## src/rtl/instrs_buff.sv

```systemverilog
// instrs_buff: circular instruction buffer between fetch and decode.
// Fetch pushes {pc, instr} pairs and decode pops them in order.
// A flush empties the buffer in one cycle. Registered head/tail/reload
// values are exported for a downstream performance probe.
module instrs_buff #(
  parameter int DEPTH       = 8,
  parameter int PC_WIDTH    = 32,
  parameter int INSTR_WIDTH = 32
) (
  input  logic                   clk,
  input  logic                   rst,
  input  logic                   in_valid,
  output logic                   in_ready,
  input  logic [PC_WIDTH-1:0]    in_pc,
  input  logic [INSTR_WIDTH-1:0] in_instr,
  output logic                   out_valid,
  input  logic                   out_ready,
  output logic [PC_WIDTH-1:0]    out_pc,
  output logic [INSTR_WIDTH-1:0] out_instr,
  input  logic                   flush,
  output logic [7:0]             perf_head,
  output logic [7:0]             perf_tail,
  output logic [7:0]             perf_reload
);

  localparam int AW = $clog2(DEPTH);
  localparam logic [AW:0] PTR_ONE = 1;

  logic [PC_WIDTH-1:0]    mem_pc    [DEPTH];
  logic [INSTR_WIDTH-1:0] mem_instr [DEPTH];

  logic [AW:0] head;
  logic [AW:0] tail;
  logic [AW:0] head_nxt;
  logic [AW:0] tail_nxt;
  logic        full;
  logic        empty;
  logic        do_enq;
  logic        do_deq;

  // The MSB of each pointer is a wrap bit: equal pointers mean empty,
  // equal indices with differing wrap bits mean full.
  assign empty = (head == tail);
  assign full  = (head[AW-1:0] == tail[AW-1:0]) && (head[AW] != tail[AW]);

  // Handshake status comes only from registered pointers, so there is no
  // combinational path from in_valid/out_ready back to in_ready/out_valid.
  assign in_ready  = !full;
  assign out_valid = !empty;
  assign out_pc    = mem_pc[head[AW-1:0]];
  assign out_instr = mem_instr[head[AW-1:0]];

  assign do_enq = in_valid && !full && !flush;
  assign do_deq = !empty && out_ready && !flush;

  // Next pointer values; flush discards everything and beats both handshakes.
  always_comb begin
    head_nxt = head;
    tail_nxt = tail;
    if (flush) begin
      head_nxt = '0;
      tail_nxt = '0;
    end else begin
      if (do_enq) tail_nxt = tail + PTR_ONE;
      if (do_deq) head_nxt = head + PTR_ONE;
    end
  end

  // Pointers and perf registers; perf values come from the same next-state.
  always_ff @(posedge clk) begin
    if (rst) begin
      head        <= '0;
      tail        <= '0;
      perf_head   <= 8'd0;
      perf_tail   <= 8'd0;
      perf_reload <= 8'd0;
    end else begin
      head        <= head_nxt;
      tail        <= tail_nxt;
      perf_head   <= {{(8-AW){1'b0}}, head_nxt[AW-1:0]};
      perf_tail   <= {{(8-AW){1'b0}}, tail_nxt[AW-1:0]};
      perf_reload <= {7'd0, flush};
    end
  end

  // Storage write at the tail index; contents are never cleared.
  always_ff @(posedge clk) begin
    if (!rst && do_enq) begin
      mem_pc[tail[AW-1:0]]    <= in_pc;
      mem_instr[tail[AW-1:0]] <= in_instr;
    end
  end

endmodule

```

## config.mk

```make
export PLATFORM = sky130hd
export DESIGN_NAME = instrs_buff
export DESIGN_NICKNAME = d
export VERILOG_FILES = /design/src/rtl/instrs_buff.sv
export SDC_FILE = /design/constraint.sdc
export NUM_CORES = 1
export LEC_CHECK = 0
export BUFFER_PORTS_ARGS = -buffer_cell sky130_fd_sc_hd__buf_2
export CAP_MARGIN = 25
export CORE_ASPECT_RATIO = 1.4
export CORE_MARGIN = 10
export CORE_UTILIZATION = 54
export DETAILED_ROUTE_END_ITERATION = 16
export PLACE_DENSITY = 0.76
export REMOVE_ABC_BUFFERS = 1
export SYNTH_ARGS = -nofsm -noshare
export SYNTH_HDL_FRONTEND = slang
export SYNTH_SLANG_ARGS = --single-unit
```

## constraint.sdc

```tcl
create_clock -name clk -period 7.8 [get_ports clk]
set_input_delay 0.78 -clock clk [delete_from_list [all_inputs] [get_ports clk]]
set_output_delay 0.78 -clock clk [all_outputs]
set_load 0.1 [all_outputs]
```

==> impl_metrics.tcl <==
set metrics [dict create \
    run_status "completed" \
    mappedNetlistArea_sq_um 20000 \
    first_pass_grt_wire_length_mm 58.5 \
    drt_pass1_iterations 7 \
    finalCriticalPeriod_ns 4.43 \
    ys_seq_area_share_pct 78.0 \
    r2r_end "mem_instr[6][17]" \
    gpl.final_weighted_congestion 0.736 \
    multi_input_comb_area_sq_um 4160 \
    regArea_sq_um 15600 \
    cts-buffers-inserted 45 \
    synth_xor_xnor_area_share_pct 0.463 \
    cts_root_buffer "clkbuf_16" \
    post_synthesis_compound_gate_area_fraction_pct 0.444 \
    clock_pin_slew_on_the_worst_setup_and_hold_paths_ns 0.06 \
    wl_mm 38.0 \
    postSynth.topFlopCell "edfxtp_1" \
    synth-seq-cells 524 \
    final.period_utilization_pct 56.8 \
    tritoncts "yes" \
    simple_gate_area_share_of_the_yosys_netlist_pct 1.07 \
    cts_setup_buffers 0 \
    grt_remaining_overflow 0 \
    worstSetupEndpoint "out_instr[25]" \
    r2r_setup_slack_ns 4.79 \
    cts_sinks 524 \
    fill_cells 2469 \
    clock_insertion_delay_worst_skew_ns 0.55 \
    ir_drop_v 0.000157 \
    power_density_nw_per_um2 245 \
    synth_top_cell_area_share_pct 76.8 \
    dpl-instance-area_sq_um 21300 \
    fmax_mhz 226 \
    synth_adder_area_share_pct 0.125 \
    buffer_ports.inserted 141 \
    floorplan.rows 83 \
    detailroute.via_count 8792 \
    reg2reg_depth 6 \
    route.detailed.wl_per_inst_microns 25.2 \
    vias_per_cell 5.82 \
    final-max-slew-violation-count 0 \
    timing.final.setup_violations 0 \
    hpwl_mm 21.0 \
    post_synth_main_area_contributors "edfxtp_1, mux4_2, mux2_2" \
    resized_gates_after_cts 0 \
    worst-slew-pin-transition_ns 0.924 \
    unrepaired_setup_endpoints_after_global_routing "no" \
    drc 0 \
    worst_ep_required_time_ns 7.02 \
    cts_max_path_buffers 3 \
    cts_max_level 2 \
    dieWidth_microns 183 \
    multiplexer_share_of_the_synthesized_area_pct 18.2 \
    synth-edff-count 512 \
    grt_antenna_before_repair 9 \
    critical_path.max_fanout 45 \
    worstSetupPathType "reg -> out" \
    arrival_ns 3.65 \
    critPathCaptureType "output pin" \
    total_leakage_power_nw 7.19 \
    dr.first_iter.drc_count 598 \
    post-place-cells 1425 \
    mapped_avg_cell_area_sq_um 23.8 \
    start_util_pct 54.6 \
    post_synth_most_frequent_cells "edfxtp_1, mux4_2, mux2_2" \
    final_layout_size_suffix_gt1_share_pct 42.3 \
    finClkSkew_ns 0.00941 \
    slew_headroom_pct 38.4 \
    postSynth.asyncResetShare_pct 0 \
    hold_violations 0 \
    yosysWarnings 0 \
    synth_top_family_by_area "multiplexers" \
    maximum_number_of_pins_on_one_net_before_global_route_repair 48 \
    fin_area_sq_um 22800 \
    pin_count 159 \
    yosys.area.top_type "edfxtp_1" \
    floorplan.die.height_microns 248 \
    cts.hold.buffers_added 0 \
    grt.total_usage_pct 17.0 \
    finish.net_count 1077 \
    hold_path_class "in -> reg" \
    syn-instance-count 840 \
    finalNonFillerCells 1510 \
    most_frequent_cell_after_synthesis "edfxtp_1" \
    design.core.area_sq_um 36700 \
    maxCapViolations 0 \
    rr_startpoint "tail[2]" \
    die_area_sq_um 45300 \
    detail-route-antenna-nets 0 \
    yosys.cell_types.count 36 \
    grt_pass1_vias 9600 \
    flow.area_growth_from_synthesis_pct 13.7 \
    crit_path_start_kind "flop" \
]
[how the worst min path moves through the flow]
stage	from	end	slack, ns	depth (start not counted)
after floorplan	tail[3]	tail[3]	0.50	2
after global placement	tail[3]	tail[3]	0.52	2
after detailed placement	tail[3]	tail[3]	0.54	2
after CTS	rst	perf_reload[0]	0.42	2
after global routing	rst	perf_reload[0]	0.45	2
final	rst	perf_reload[0]	0.46	2
[cell usage in the layout, fill, tap and decap left out, types with 4 or more instances in the layout]
master     Yosys  layout
mux4_2       128     128
dfxtp_1       12       9
clkbuf_1      16      11
conb_1         1      17
edfxtp_1     512     512
nand2_1        6       6
mux2_2        65      65
nor3_2         1       6
diode_2        0       4
buf_2         14     141
bufinv_16      0       4
buf_4         24      19
clkbuf_16      0      47
clkinv_1       0       5
nor2_1         5       5
clkinv_2       0       7
xnor2_1        4       4
[layer usage]
metal	vias to the layer above	GRT usage [%]	share of wire [%]
met5	-	0	0.23
met3	65	4.17	6.1
met2	234	28.8	53
met4	12	5.44	2.3
li1	3849	-	-
met1	4632	21.3	39
[logic make-up after synthesis]
group / count (synthesis)
DFF: 524
muxes: 195
buffers and inverters: 63
and+or+nand+nor: 37
AOI/OAI and AO/OA: 10
xor gates and xnor gates: 8
adders and majority gates: 2
other: 1
[cell type report]
type	count	share of cell area, %
Sequential cell	524	68.7
Multi-Input combinational cell	269	18.3
Clock buffer	61	5.53
Timing Repair Buffer	163	3.97
Tap cell	467	2.57
Clock inverter	19	0.869
Inverter	3	0.0495
Antenna cell	4	0.0440
[stage by stage]
stage | hold slack (ns) | util [%] | worst slack, ns | power [mW] | setup TNS [ns]
2_1_floorplan | 0.499 | - | -1.14 | 3.37 | -150.25
3_3_place_gp | 0.522 | 57.9 | 3.82 | 3.44 | 0
3_5_place_dp | 0.535 | 58.0 | 3.84 | 3.44 | 0
4_1_cts | 0.424 | 62.0 | 3.24 | 5.63 | 0
5_1_grt | 0.448 | 62.1 | 3.05 | 5.75 | 0
6_report | 0.456 | 62.1 | 3.37 | 5.58 | 0
[critical path, cell delays in order, from the launching register on]
cell and delay (ns):
dfxtp_4 0.71, buf_4 0.65, buf_4 0.63, mux4_2 0.41, mux2_2 0.30, buf_2 0.30
[registers in the layout (all words and copies together), names as in the netlist, named ones only]
signal and flops:
head 4, mem_pc 256, mem_instr 256, perf_reload 1, tail 4
[power by group]
| group | total [mW] | switching (mW) | internal [mW] |
|---|---|---|---|
| registers | 3.11 | 0.00762 | 3.10 |
| clock network | 2.20 | 0.935 | 1.26 |
| logic | 0.271 | 0.211 | 0.0606 |
(Power assumes the default switching activity.)
